===== config.mk =====
export PLATFORM = sky130hd
export DESIGN_NAME = bf16_div_seq
export DESIGN_NICKNAME = d
export VERILOG_FILES = /design/src/rtl/bf16_div_seq_pkg.sv /design/src/rtl/bf16_div_seq_mul.sv /design/src/rtl/bf16_div_seq.sv
export SDC_FILE = /design/constraint.sdc
export NUM_CORES = 1
export LEC_CHECK = 0
export CAP_MARGIN = 10
export CORE_UTILIZATION = 50
export DETAILED_ROUTE_END_ITERATION = 8
export PLACE_DENSITY_LB_ADDON = 0.08
export SYNTH_ARGS = -nofsm -noshare
export SYNTH_HDL_FRONTEND = slang
export SYNTH_SLANG_ARGS = --single-unit

===== constraint.sdc =====
create_clock -name clk -period 11.5 [get_ports clk]
set_clock_uncertainty 0.1 [all_clocks]
set_input_delay 2.3 -clock clk [delete_from_list [all_inputs] [get_ports clk]]
set_output_delay 2.3 -clock clk [all_outputs]
set_load 0.02 [all_outputs]

===== src/rtl/bf16_div_seq_pkg.sv =====
// Shared definitions for the bf16 divide back end: class flag bit positions,
// special-value magnitude patterns, FSM state encoding, exponent bias and the
// common bf16 classifier.
package bf16_div_seq_pkg;

  localparam int BF_NEXP = 8;
  localparam int BF_NSIG = 7;
  localparam int BF_BIAS = 127;
  localparam int BF_W    = BF_NEXP + BF_NSIG + 1;

  localparam int NFLAGS         = 6;
  localparam int FLAG_ZERO      = 0;
  localparam int FLAG_INF       = 1;
  localparam int FLAG_SNAN      = 2;
  localparam int FLAG_QNAN      = 3;
  localparam int FLAG_SUBNORMAL = 4;
  localparam int FLAG_NORMAL    = 5;

  // Magnitudes only (sign bit excluded); callers prepend the result sign.
  localparam logic [BF_W-2:0] MAG_ZERO = '0;
  localparam logic [BF_W-2:0] MAG_INF  = {{BF_NEXP{1'b1}}, {BF_NSIG{1'b0}}};
  localparam logic [BF_W-2:0] MAG_QNAN = {{BF_NEXP{1'b1}}, 1'b1, {(BF_NSIG-1){1'b0}}};

  typedef enum logic [2:0] {
    ST_IDLE,
    ST_SPECIAL,
    ST_MUL,
    ST_NORM,
    ST_DONE
  } state_t;

  // One-hot class of a bf16 magnitude; the MSB of the fraction separates qNaN from sNaN.
  function automatic logic [NFLAGS-1:0] bf16_classify(input logic [BF_W-2:0] mag);
    logic [BF_NEXP-1:0] e;
    logic [BF_NSIG-1:0] f;
    logic [NFLAGS-1:0]  c;
    e = mag[BF_W-2:BF_NSIG];
    f = mag[BF_NSIG-1:0];
    c = '0;
    if (e == '0) begin
      if (f == '0) c[FLAG_ZERO] = 1'b1;
      else         c[FLAG_SUBNORMAL] = 1'b1;
    end else if (&e) begin
      if (f == '0)             c[FLAG_INF]  = 1'b1;
      else if (f[BF_NSIG-1])   c[FLAG_QNAN] = 1'b1;
      else                     c[FLAG_SNAN] = 1'b1;
    end else begin
      c[FLAG_NORMAL] = 1'b1;
    end
    return c;
  endfunction

endpackage


===== src/rtl/bf16_div_seq_mul.sv =====
// Sequential shift-add significand multiplier. start loads the operands;
// N cycles later the 2N-bit product sits in product. done is high during the
// cycle whose clock edge performs the final add/shift.
module bf16_seq_mul #(
  parameter int N = 8
) (
  input  logic           clk,
  input  logic           rst_n,
  input  logic           start,
  input  logic [N-1:0]   a,
  input  logic [N-1:0]   b,
  output logic           done,
  output logic [2*N-1:0] product
);

  localparam int CW = $clog2(N);

  logic [2*N-1:0] mcand;
  logic [N-1:0]   mplier;
  logic [CW-1:0]  cnt;
  logic           busy;

  assign done = busy && (cnt == CW'(N - 1));

  // Load on start, then one conditional add and shift per cycle while busy.
  always_ff @(posedge clk or negedge rst_n) begin
    if (!rst_n) begin
      mcand   <= '0;
      mplier  <= '0;
      product <= '0;
      cnt     <= '0;
      busy    <= 1'b0;
    end else if (start) begin
      mcand   <= {{N{1'b0}}, a};
      mplier  <= b;
      product <= '0;
      cnt     <= '0;
      busy    <= 1'b1;
    end else if (busy) begin
      if (mplier[0]) product <= product + mcand;
      mcand  <= mcand << 1;
      mplier <= mplier >> 1;
      if (done) busy <= 1'b0;
      else      cnt  <= cnt + CW'(1);
    end
  end

endmodule


===== src/rtl/bf16_div_seq.sv =====
// bf16 divide back end: quotient = dividend * recip(divisor), using a
// multi-cycle shift-add significand multiplier and a normalise/round step.
// Optional macro BF16_DIV_RNE_EN selects round-to-nearest-even; without it
// the result is truncated. Subnormal dividends are treated as zero.
//
// state   | meaning
// IDLE    | waiting for an operation, in_ready high
// SPECIAL | NaN/Inf/zero operand, build the special result
// MUL     | significand multiply running (NSIG+1 cycles)
// NORM    | normalise, round, range check
// DONE    | result presented, waiting for out_ready
module bf16_div_seq
  import bf16_div_seq_pkg::*;
#(
  parameter int NEXP = BF_NEXP,
  parameter int NSIG = BF_NSIG,
  parameter int BIAS = BF_BIAS
) (
  input  logic                 clk,
  input  logic                 rst_n,
  input  logic                 in_valid,
  output logic                 in_ready,
  input  logic [NEXP+NSIG:0]   dividend,
  input  logic [NEXP+NSIG:0]   recip,
  input  logic [NFLAGS-1:0]    recip_flags,
  output logic                 out_valid,
  input  logic                 out_ready,
  output logic [NEXP+NSIG:0]   quotient,
  output logic [NFLAGS-1:0]    div_flags
);

  localparam int W   = NEXP + NSIG + 1;
  localparam int SW  = NSIG + 1;
  localparam int PW  = 2 * SW;
  localparam int EW  = NEXP + 2;
  localparam int LZW = $clog2(PW + 1);
  localparam logic signed [EW-1:0] EXP_MAX = EW'((1 << NEXP) - 1);
  localparam logic signed [EW-1:0] EXP_ONE = EW'(1);

  state_t state;

  logic              accept, is_special;
  logic [NFLAGS-1:0] d_cls;
  logic              d_nan, d_inf, d_zero, r_nan, r_inf, r_zero, r_sub;
  logic [NEXP-1:0]   d_exp, r_exp;
  logic signed [EW-1:0] exp_sum;

  logic              sign_q, d_nan_q, d_inf_q, d_zero_q, r_nan_q, r_inf_q, r_zero_q;
  logic signed [EW-1:0] exp_sum_q;

  logic              mul_done;
  logic [PW-1:0]     product, shifted;
  logic [LZW-1:0]    lz;
  logic              lz_found;
  logic signed [EW-1:0] exp_n, exp_r;
  logic [NSIG-1:0]   frac_t, frac_r;
  logic              round_inc, rnd_carry;
  logic              unused_bits;

  logic [W-1:0]      spec_q, norm_q;
  logic [NFLAGS-1:0] spec_f, norm_f;

  assign in_ready = (state == ST_IDLE);
  assign accept   = in_valid && in_ready;

  assign d_cls  = bf16_classify(dividend[W-2:0]);
  assign d_nan  = d_cls[FLAG_SNAN] | d_cls[FLAG_QNAN];
  assign d_inf  = d_cls[FLAG_INF];
  assign d_zero = d_cls[FLAG_ZERO] | d_cls[FLAG_SUBNORMAL];
  assign r_nan  = recip_flags[FLAG_SNAN] | recip_flags[FLAG_QNAN];
  assign r_inf  = recip_flags[FLAG_INF];
  assign r_zero = recip_flags[FLAG_ZERO];
  assign r_sub  = recip_flags[FLAG_SUBNORMAL];
  assign is_special = d_nan | d_inf | d_zero | r_nan | r_inf | r_zero;

  assign d_exp   = dividend[W-2:NSIG];
  assign r_exp   = r_sub ? NEXP'(1) : recip[W-2:NSIG];
  assign exp_sum = $signed(EW'(d_exp)) + $signed(EW'(r_exp)) - $signed(EW'(BIAS));

  bf16_seq_mul #(.N(SW)) u_mul (
    .clk     (clk),
    .rst_n   (rst_n),
    .start   (accept && !is_special),
    .a       ({1'b1, dividend[NSIG-1:0]}),
    .b       ({~r_sub, recip[NSIG-1:0]}),
    .done    (mul_done),
    .product (product)
  );

  // Leading-zero count of the product, capped at the significand width.
  always_comb begin
    lz       = '0;
    lz_found = 1'b0;
    for (int i = PW - 1; i >= 0; i--) begin
      if (!lz_found) begin
        if (product[i]) lz_found = 1'b1;
        else            lz = lz + LZW'(1);
      end
    end
    if (lz > LZW'(SW)) lz = LZW'(SW);
  end

  // After the shift the leading one sits in the MSB; the product already
  // carries one integer bit of headroom, hence the +1.
  assign shifted = product << lz;
  assign exp_n   = exp_sum_q + EXP_ONE - $signed(EW'(lz));
  assign frac_t  = shifted[PW-2 -: NSIG];

`ifdef BF16_DIV_RNE_EN
  logic guard, sticky;
  assign guard       = shifted[PW-2-NSIG];
  assign sticky      = |shifted[PW-3-NSIG:0];
  assign round_inc   = guard & (sticky | frac_t[0]);
  assign unused_bits = ^{shifted[PW-1], d_cls[FLAG_NORMAL], recip_flags[FLAG_NORMAL]};
`else
  assign round_inc   = 1'b0;
  assign unused_bits = ^{shifted[PW-1], shifted[PW-2-NSIG:0], d_cls[FLAG_NORMAL],
                         recip_flags[FLAG_NORMAL]};
`endif

  // A carry out of the fraction means 1.111.. rounded to 2.0: fraction is already zero.
  assign {rnd_carry, frac_r} = SW'({1'b0, frac_t}) + SW'(round_inc);
  assign exp_r = exp_n + $signed(EW'(rnd_carry));

  // Special-operand result, priority NaN > Inf*0 > Inf > zero.
  always_comb begin
    spec_q = {sign_q, MAG_ZERO};
    spec_f = '0;
    if (d_nan_q || r_nan_q || (d_inf_q && r_zero_q) || (d_zero_q && r_inf_q)) begin
      spec_q = {sign_q, MAG_QNAN};
      spec_f[FLAG_QNAN] = 1'b1;
    end else if (d_inf_q || r_inf_q) begin
      spec_q = {sign_q, MAG_INF};
      spec_f[FLAG_INF] = 1'b1;
    end else begin
      spec_f[FLAG_ZERO] = 1'b1;
    end
  end

  // Range check of the normalised result: overflow to Inf, underflow flushes to zero.
  always_comb begin
    norm_q = {sign_q, MAG_ZERO};
    norm_f = '0;
    if (exp_r >= EXP_MAX) begin
      norm_q = {sign_q, MAG_INF};
      norm_f[FLAG_INF] = 1'b1;
    end else if (exp_r < EXP_ONE) begin
      norm_f[FLAG_ZERO] = 1'b1;
    end else begin
      norm_q = {sign_q, exp_r[NEXP-1:0], frac_r};
      norm_f[FLAG_NORMAL] = 1'b1;
    end
  end

  // Control FSM with registered result outputs and operand capture on accept.
  always_ff @(posedge clk or negedge rst_n) begin
    if (!rst_n) begin
      state     <= ST_IDLE;
      out_valid <= 1'b0;
      quotient  <= '0;
      div_flags <= '0;
      sign_q    <= 1'b0;
      exp_sum_q <= '0;
      d_nan_q   <= 1'b0;
      d_inf_q   <= 1'b0;
      d_zero_q  <= 1'b0;
      r_nan_q   <= 1'b0;
      r_inf_q   <= 1'b0;
      r_zero_q  <= 1'b0;
    end else begin
      case (state)
        ST_IDLE: begin
          if (accept) begin
            sign_q    <= dividend[W-1] ^ recip[W-1];
            exp_sum_q <= exp_sum;
            d_nan_q   <= d_nan;
            d_inf_q   <= d_inf;
            d_zero_q  <= d_zero;
            r_nan_q   <= r_nan;
            r_inf_q   <= r_inf;
            r_zero_q  <= r_zero;
            state     <= is_special ? ST_SPECIAL : ST_MUL;
          end
        end
        ST_SPECIAL: begin
          quotient  <= spec_q;
          div_flags <= spec_f;
          out_valid <= 1'b1;
          state     <= ST_DONE;
        end
        ST_MUL: begin
          if (mul_done) state <= ST_NORM;
        end
        ST_NORM: begin
          quotient  <= norm_q;
          div_flags <= norm_f;
          out_valid <= 1'b1;
          state     <= ST_DONE;
        end
        ST_DONE: begin
          if (out_ready) begin
            out_valid <= 1'b0;
            state     <= ST_IDLE;
          end
        end
        default: state <= ST_IDLE;
      endcase
    end
  end

endmodule


==> metrics.md, run 1 <==
| Metric | Value |
|---|---|
| Pins Over Slew Limit | 0 |
| Tot GR Track Use | 0.245 |
| Worst setup EP type | register |
| Critical Path Source Type | register |
| Hold slack | ~0.38 ns |
| DRT Pass-1 Iters | 5 |
| R2R depth | just under 50 |
| Clk root buf | clkbuf_16 |
| Fin crit share | 0.924 |
| Total number of vias | ~6400 |
| Wirelength per Cell | 16.1 um |
| Share of the synthesized area in the top cell type | 0.291 |
| Critical Path RT | about 12 ns |
| Total congestion overflow | 0 |
| Antenna fix cells | 0 |
| Vias in the first global route | 6032 |
| RSZ-0062 raised after global routing | no |
| Final hold vios | 0 |
| Worst hold stages | 1 |
| Clk_lat worst skew | around 0.35 ns |
| P_leak | between 3 and 4 nW |
| Hpwl dp | 13200 um |
| Antenna Nets Post-Route | 0 |
| Max_cap viols | 0 |
| Htree depth | 3 |
| Post-synthesis sequential area ratio | 0.291 |
| Non-filler cells, final | between 1000 and 1500 |
| Worst-Margin Slew | between 1 and 1.5 ns |
| Worst Hold Path EP | div_flags[3]$_DFFE_PN0P_ |
| Met1 usage | 0.342 |
| Min Tclk post-route | between 10 and 15 ns |
| Area leader, netlist | dfrtp_1 |
| Clk slew on worst S/H paths | 0.06 ns |
| Max Clock Freq | roughly 94 MHz |
| DIE AREA | ~0.015 mm^2 |
| Worst-path fanout max | 14 |
| Highest-delay cell along the critical path | or4_4 |
| Top-count cell post-synth | nand2_1 |
| Clock Sinks | 85 |
| Ports | 66 |
| Worst r2r src | u_mul.product[12]$_DFFE_PN0P_ |
| Initial Util | 0.520 |
| Netlist cell types | 85 |
| Final setup viols | 0 |
| CTS max path bufs | 2 |
| Status | complete, no violations |
| WL final | about 17000 um |
| Min-delay worst type | register to register |
| CP max stage delay | 0.62 ns |
| Commonest cells post-synth | nand2_1 (108), dfrtp_1 (85), nor2_1 (79) |
| Area of the multi-input gates | between 0.004 and 0.005 mm^2 |
| IO buf count | 62 |
| Num CTS Buffers | 9 |
| Via/cell ratio | approximately 5.8 |
| Hold Crit Start | div_flags[3]$_DFFE_PN0P_ |
| Post-Syn Area | between 0.007 and 0.008 mm^2 |
| Largest net degree at the start of global routing | 86 |
| Final RePlAce weighted congestion | 0.833 |
| Synth Instances | just under 900 |
| Rows | between 40 and 50 |
| Core ar. | 0.0140 mm^2 |
| Worst path arrival time | 10.76 ns |
| Critical path type | register to register |
| Ys flop type | dfrtp_1 |
| M2 GR Usage | 0.387 |
| Die X-Extent | between 100 and 150 um |
| Setup_tns | 0 ns |
| FF-to-FF setup slack | ~0.9 ns |
| PwrDens | 321 mW/mm^2 |
| Post-CTS Setup Bufs | 0 |
| Rel. slew slack | 0.161 |
| GRT busiest layer | met2 |
| Async SR Flop Fraction | 1.00 |
| Post-Syn Area per Cell | ~8.4 um^2 |
| Final nets | approximately 1000 |
| DRC errors left | 0 |
| Peak VDD IR | approximately 0.12 mV |
| Die height | 123 um |
| EDFF count, synth | 0 |
| Layout cells sized above 1 | 0.0795 |
| Detailed Route Iter0 Violations | a little under 400 |
| CTS tree | done |
| FF+latch count, synth | between 80 and 90 |
| Register Area | ~0.0021 mm^2 |
| Global Route met3 Usage | 0.0386 |
| Pwr Total | roughly 0.0027 W |
| Worst R2R End | quotient[1]$_DFFE_PN0P_ |
| Ys Warns | 0 |
| Antenna violations before repair | 0 |
| Crit path top cell by count | ha_1 |
| First-pass GRT wire length | a little under 30000 um |
| Cells taking the most area after synthesis | dfrtp_1 (29%), ha_1 (9.6%), mux2i_1 (6.4%) |
| Dpl cells | ~1100 |
| Fill count | between 1000 and 1500 |
| Layout area overhead | 14.0% |
[cell type report]
cell class                 instances  area share
clock buffer                      13      0.0313
clock inverter                     3     0.00526
inverter                          42      0.0192
multi-input combinational        697       0.583
sequential                        85       0.256
tap                              180      0.0271
timing repair buffer              66      0.0779
[worst max-delay path: cells and delay by family (launching register included)]
family,cells,cell delay (ns)
xor+xnor,2,0.30
fa+ha+maj,11,3.21
flops,1,0.49
simple gates,13,2.33
mux,1,0.25
buf+inv,4,0.50
compound gates,18,3.32
[how the worst max path moves through the flow]
stage                     cells past startpoint                      end                          start  slack, ns
final                                        49  quotient[1]$_DFFE_PN0P_  u_mul.product[12]$_DFFE_PN0P_       0.88
after global placement                       49  quotient[1]$_DFFE_PN0P_  u_mul.product[12]$_DFFE_PN0P_       0.84
after CTS                                    49  quotient[1]$_DFFE_PN0P_  u_mul.product[12]$_DFFE_PN0P_       0.53
after global routing                         50  quotient[1]$_DFFE_PN0P_  u_mul.product[12]$_DFFE_PN0P_       0.04
after floorplan                              53  quotient[1]$_DFFE_PN0P_  u_mul.product[12]$_DFFE_PN0P_       1.57
after detailed placement                     49  quotient[1]$_DFFE_PN0P_  u_mul.product[12]$_DFFE_PN0P_       0.58
[power breakdown]
group          switching (W)  internal, W  leakage [nW]
Sequential          0.000177     0.000426          1.04
Clock               0.000117     0.000180         0.150
Combinational        0.00100     0.000766          2.36
Total                0.00130      0.00137          3.55
[cell families (layout without fill, tap and decap cells)]
kind of cell             count (synthesis)  after routing  share of synthesized area
AO/OA/AOI/OAI                          212            212                      0.187
XOR/XNOR                                49             49                     0.0687
adder cells (fa/ha/maj)                 61             61                      0.107
buffers and inverters                   86            124                     0.0485
flip-flops                              85             85                      0.291
multiplexers                            59             59                     0.0886
other                                    1              2                   0.000514
AND/OR/NAND/NOR                        314            314                      0.208
[flip-flops by register name, indices dropped and copies added, names as in the netlist, 3 cells and up]
name,flops
quotient,16
u_mul.mcand,16
u_mul.product,16
exp_sum_q,10
u_mul.mplier,8
div_flags,4
state,3
u_mul.cnt,3
[cell usage in the layout, fill, tap and decap left out, types with 6 or more instances in the layout]
| cell | count |
|---|---|
| mux2i_1 | 47 |
| or3_1 | 7 |
| o22ai_1 | 8 |
| or2_2 | 7 |
| o21ai_0 | 48 |
| nor2b_1 | 12 |
| inv_1 | 40 |
| ha_1 | 56 |
| nor4_1 | 9 |
| nand4_1 | 8 |
| a211oi_1 | 6 |
| clkbuf_16 | 9 |
| nor2_1 | 77 |
| a21o_1 | 13 |
| nand2b_1 | 13 |
| o21bai_1 | 12 |
| mux2_2 | 7 |
| a31oi_1 | 6 |
| xor2_1 | 10 |
| nand3_1 | 16 |
| clkdlybuf4s50_1 | 61 |
| a21oi_1 | 62 |
| dfrtp_1 | 82 |
| nor3_1 | 20 |
| xnor2_1 | 34 |
| nand2_1 | 108 |
[stage by stage]
step	worst slack (ns)	util	cell area, um^2
after floorplan	1.57	-	7300
after global placement	0.844	0.569	7990
after detailed placement	0.579	0.569	7990
after CTS	0.530	0.590	8290
after global routing	0.0359	0.593	8320
final	0.878	0.593	8320
[layer usage]
layer	part of all wire	up-vias
met5	0	-
met4	0.016	0
met3	0.037	21
met2	0.46	143
met1	0.49	3036
li1	-	3152
[timing repair]
| action | 4_1_cts | 5_1_grt |
|---|---|---|
| endpoints found under the hold margin | 0 | 0 |
| setup endpoints to repair | 0 | 15 |
| gates resized for setup | 0 | 10 |
| hold buffers | 0 | 0 |
No activity file was read; power rests on OpenSTA's default activity.
==> run 2: changes to the inputs <==
--- a/config.mk
+++ b/config.mk
@@ -6,7 +6,7 @@
 export NUM_CORES = 1
 export LEC_CHECK = 0
 export CAP_MARGIN = 10
-export CORE_UTILIZATION = 50
+export CORE_UTILIZATION = 35
 export DETAILED_ROUTE_END_ITERATION = 8
 export PLACE_DENSITY_LB_ADDON = 0.08
 export SYNTH_ARGS = -nofsm -noshare
==> run 2 against run 1 <==
Register-to-register slack about the same. Flip-flop and latch count unchanged. Wire length increased by 7.5%. Power increased by 0.24%. Worst setup slack got worse by 0.0099 ns. Combinational power about the same.
==> metrics.md, run 2 (synthesized netlist as in run 1, its figures left out) <==
| Metric | Value |
|---|---|
| Worst setup EP type | register |
| Detailed Route Iter0 Violations | 304 |
| Worst setup margin | 0.868 ns |
| Antenna violations before repair | 0 |
| Final RePlAce weighted congestion | between 0.7 and 0.8 |
| Clk_lat worst skew | 0.35 ns |
| Total number of vias | about 6100 |
| Most common cell after layout, fill and taps aside | nand2_1 |
| Pins Over Slew Limit | 0 |
| RSZ-0062 raised after global routing | no |
| Final nets | between 1000 and 1500 |
| Largest net degree at the start of global routing | between 50 and 60 |
| Rows | 52 |
| CTS max path bufs | 2 |
| Wirelength per Cell | around 16 um |
| Die height | approximately 150 um |
| Setup_tns | 0 ns |
| Max_cap viols | 0 |
| Fill count | approximately 2100 |
| Hold slack | around 0.38 ns |
| Worst R2R End | quotient[1]$_DFFE_PN0P_ |
| Min-delay worst type | register to register |
| Worst-Margin Slew | around 0.75 ns |
| CTS tree | done |
| Post-cts sizing count | 0 |
| Clk root buf | clkbuf_16 |
| Clock Sinks | 85 |
| Critical Path RT | approximately 12 ns |
| Setup WS pre-CTS | between 0.6 and 0.7 ns |
| Ports | between 60 and 70 |
| Initial Util | 0.358 |
| Max Clock Freq | approximately 94 MHz |
| Worst Hold Path EP | div_flags[5]$_DFFE_PN0P_ |
| Largest regs | quotient x16, u_mul.mcand x16, u_mul.product x16 |
| Post-CTS Setup Bufs | 0 |
| Final setup viols | 0 |
| DP Area | 0.00814 mm^2 |
| Num CTS Buffers | 9 |
| Vias in the first global route | between 5000 and 6000 |
| Rel. slew slack | 0.498 |
| Min Tclk post-route | between 10 and 15 ns |
| DRT Pass-1 Iters | 5 |
| Worst-path fanout max | 11 |
| Fin area | 0.00846 mm^2 |
| IO buf count | 62 |
| Final hold vios | 0 |
| WL final | roughly 19000 um |
| Worst hold stages | 2 |
| Htree depth | 3 |
| DIE AREA | 0.0214 mm^2 |
| CP max stage delay | 0.60 ns |
| CP startpoint | u_mul.product[14]$_DFFE_PN0P_ |
| Highest-delay cell along the critical path | or4_4 |
| Hpwl dp | 14100 um |
| P_leak | 3.57 nW |
| Fin crit share | 0.925 |
| Worst path arrival time | ~11 ns |
| Status | complete, no violations |
| Hold Crit Start | div_flags[5]$_DFFE_PN0P_ |
| Via/cell ratio | 5.19 |
| Core ar. | between 0.02 and 0.025 mm^2 |
| Worst r2r src | u_mul.product[14]$_DFFE_PN0P_ |
| Crit path top cell by count | ha_1 |
| Hold-fix buffers, CTS | 0 |
| PwrDens | roughly 320 mW/mm^2 |
| Peak VDD IR | about 0.10 mV |
| Most frequent cells in the layout | nand2_1 (108), dfrtp_1 (85), nor2_1 (77) |
| Clk slew on worst S/H paths | 0.07 ns |
| Antenna fix cells | 0 |
| R2R depth | 48 |
| FF-to-FF setup slack | just under 0.9 ns |
| Antenna Nets Post-Route | 0 |
| Layout cells sized above 1 | 0.0801 |
| First-pass GRT wire length | ~31000 um |
| DRC errors left | 0 |
| Tot GR Track Use | 0.182 |
| Layout area overhead | 15.9% |
| Critical path type | register to register |
| Dpl cells | roughly 1200 |
| Total congestion overflow | 0 |
| Die X-Extent | between 100 and 150 um |
| Critical Path Source Type | register |
| Non-filler cells, final | ~1200 |
==> run 2: layer usage <==
| metal | global-route usage | vias up | share of wire |
|---|---|---|---|
| met3 | 0.0275 | 10 | 0.027 |
| met4 | 0.0401 | 0 | 0.0084 |
| met1 | 0.269 | 2872 | 0.52 |
| li1 | - | 3158 | - |
| met5 | 0 | - | 0 |
| met2 | 0.279 | 93 | 0.44 |
==> run 2: worst max-delay path, delay by kind of cell, from the launching register on <==
family	cells	cell delay [ns]
flip-flops	1	0.51
buffers and inverters	3	0.33
AND/OR/NAND/NOR	13	2.44
AO/OA/AOI/OAI	19	3.56
XOR/XNOR	3	0.45
adder cells (fa/ha/maj)	9	2.84
multiplexers	1	0.26
==> run 2: per-stage QoR <==
stage | utilization | total power (W)
global placement | 0.400 | 0.00235
detailed placement | 0.400 | 0.00237
CTS | 0.415 | 0.00268
global route | 0.416 | 0.00294
floorplan | - | 0.00195
finish | 0.416 | 0.00268
==> run 2: how the worst max path moves through the flow <==
stage | slack (ns) | cells past startpoint | endpoint
6_report | 0.87 | 48 | quotient[1]$_DFFE_PN0P_
5_1_grt | 0.06 | 49 | quotient[1]$_DFFE_PN0P_
4_1_cts | 0.57 | 49 | quotient[1]$_DFFE_PN0P_
3_5_place_dp | 0.61 | 49 | quotient[1]$_DFFE_PN0P_
3_3_place_gp | 0.67 | 49 | quotient[1]$_DFFE_PN0P_
2_1_floorplan | 1.57 | 53 | quotient[1]$_DFFE_PN0P_
==> run 2: where the power goes <==
group	leakage (nW)	internal (W)	switching [W]
combinational	2.38	0.000766	0.00100
clock	0.149	0.000181	0.000124
sequential	1.05	0.000424	0.000178
==> run 2: cell type report <==
type	instances	area, um^2	area share
multi-input combinational	697	4840	0.572
sequential	85	2130	0.251
timing repair buffer	71	686	0.0810
tap	270	338	0.0399
clock buffer	12	256	0.0303
inverter	42	160	0.0189
clock inverter	4	55.1	0.00651
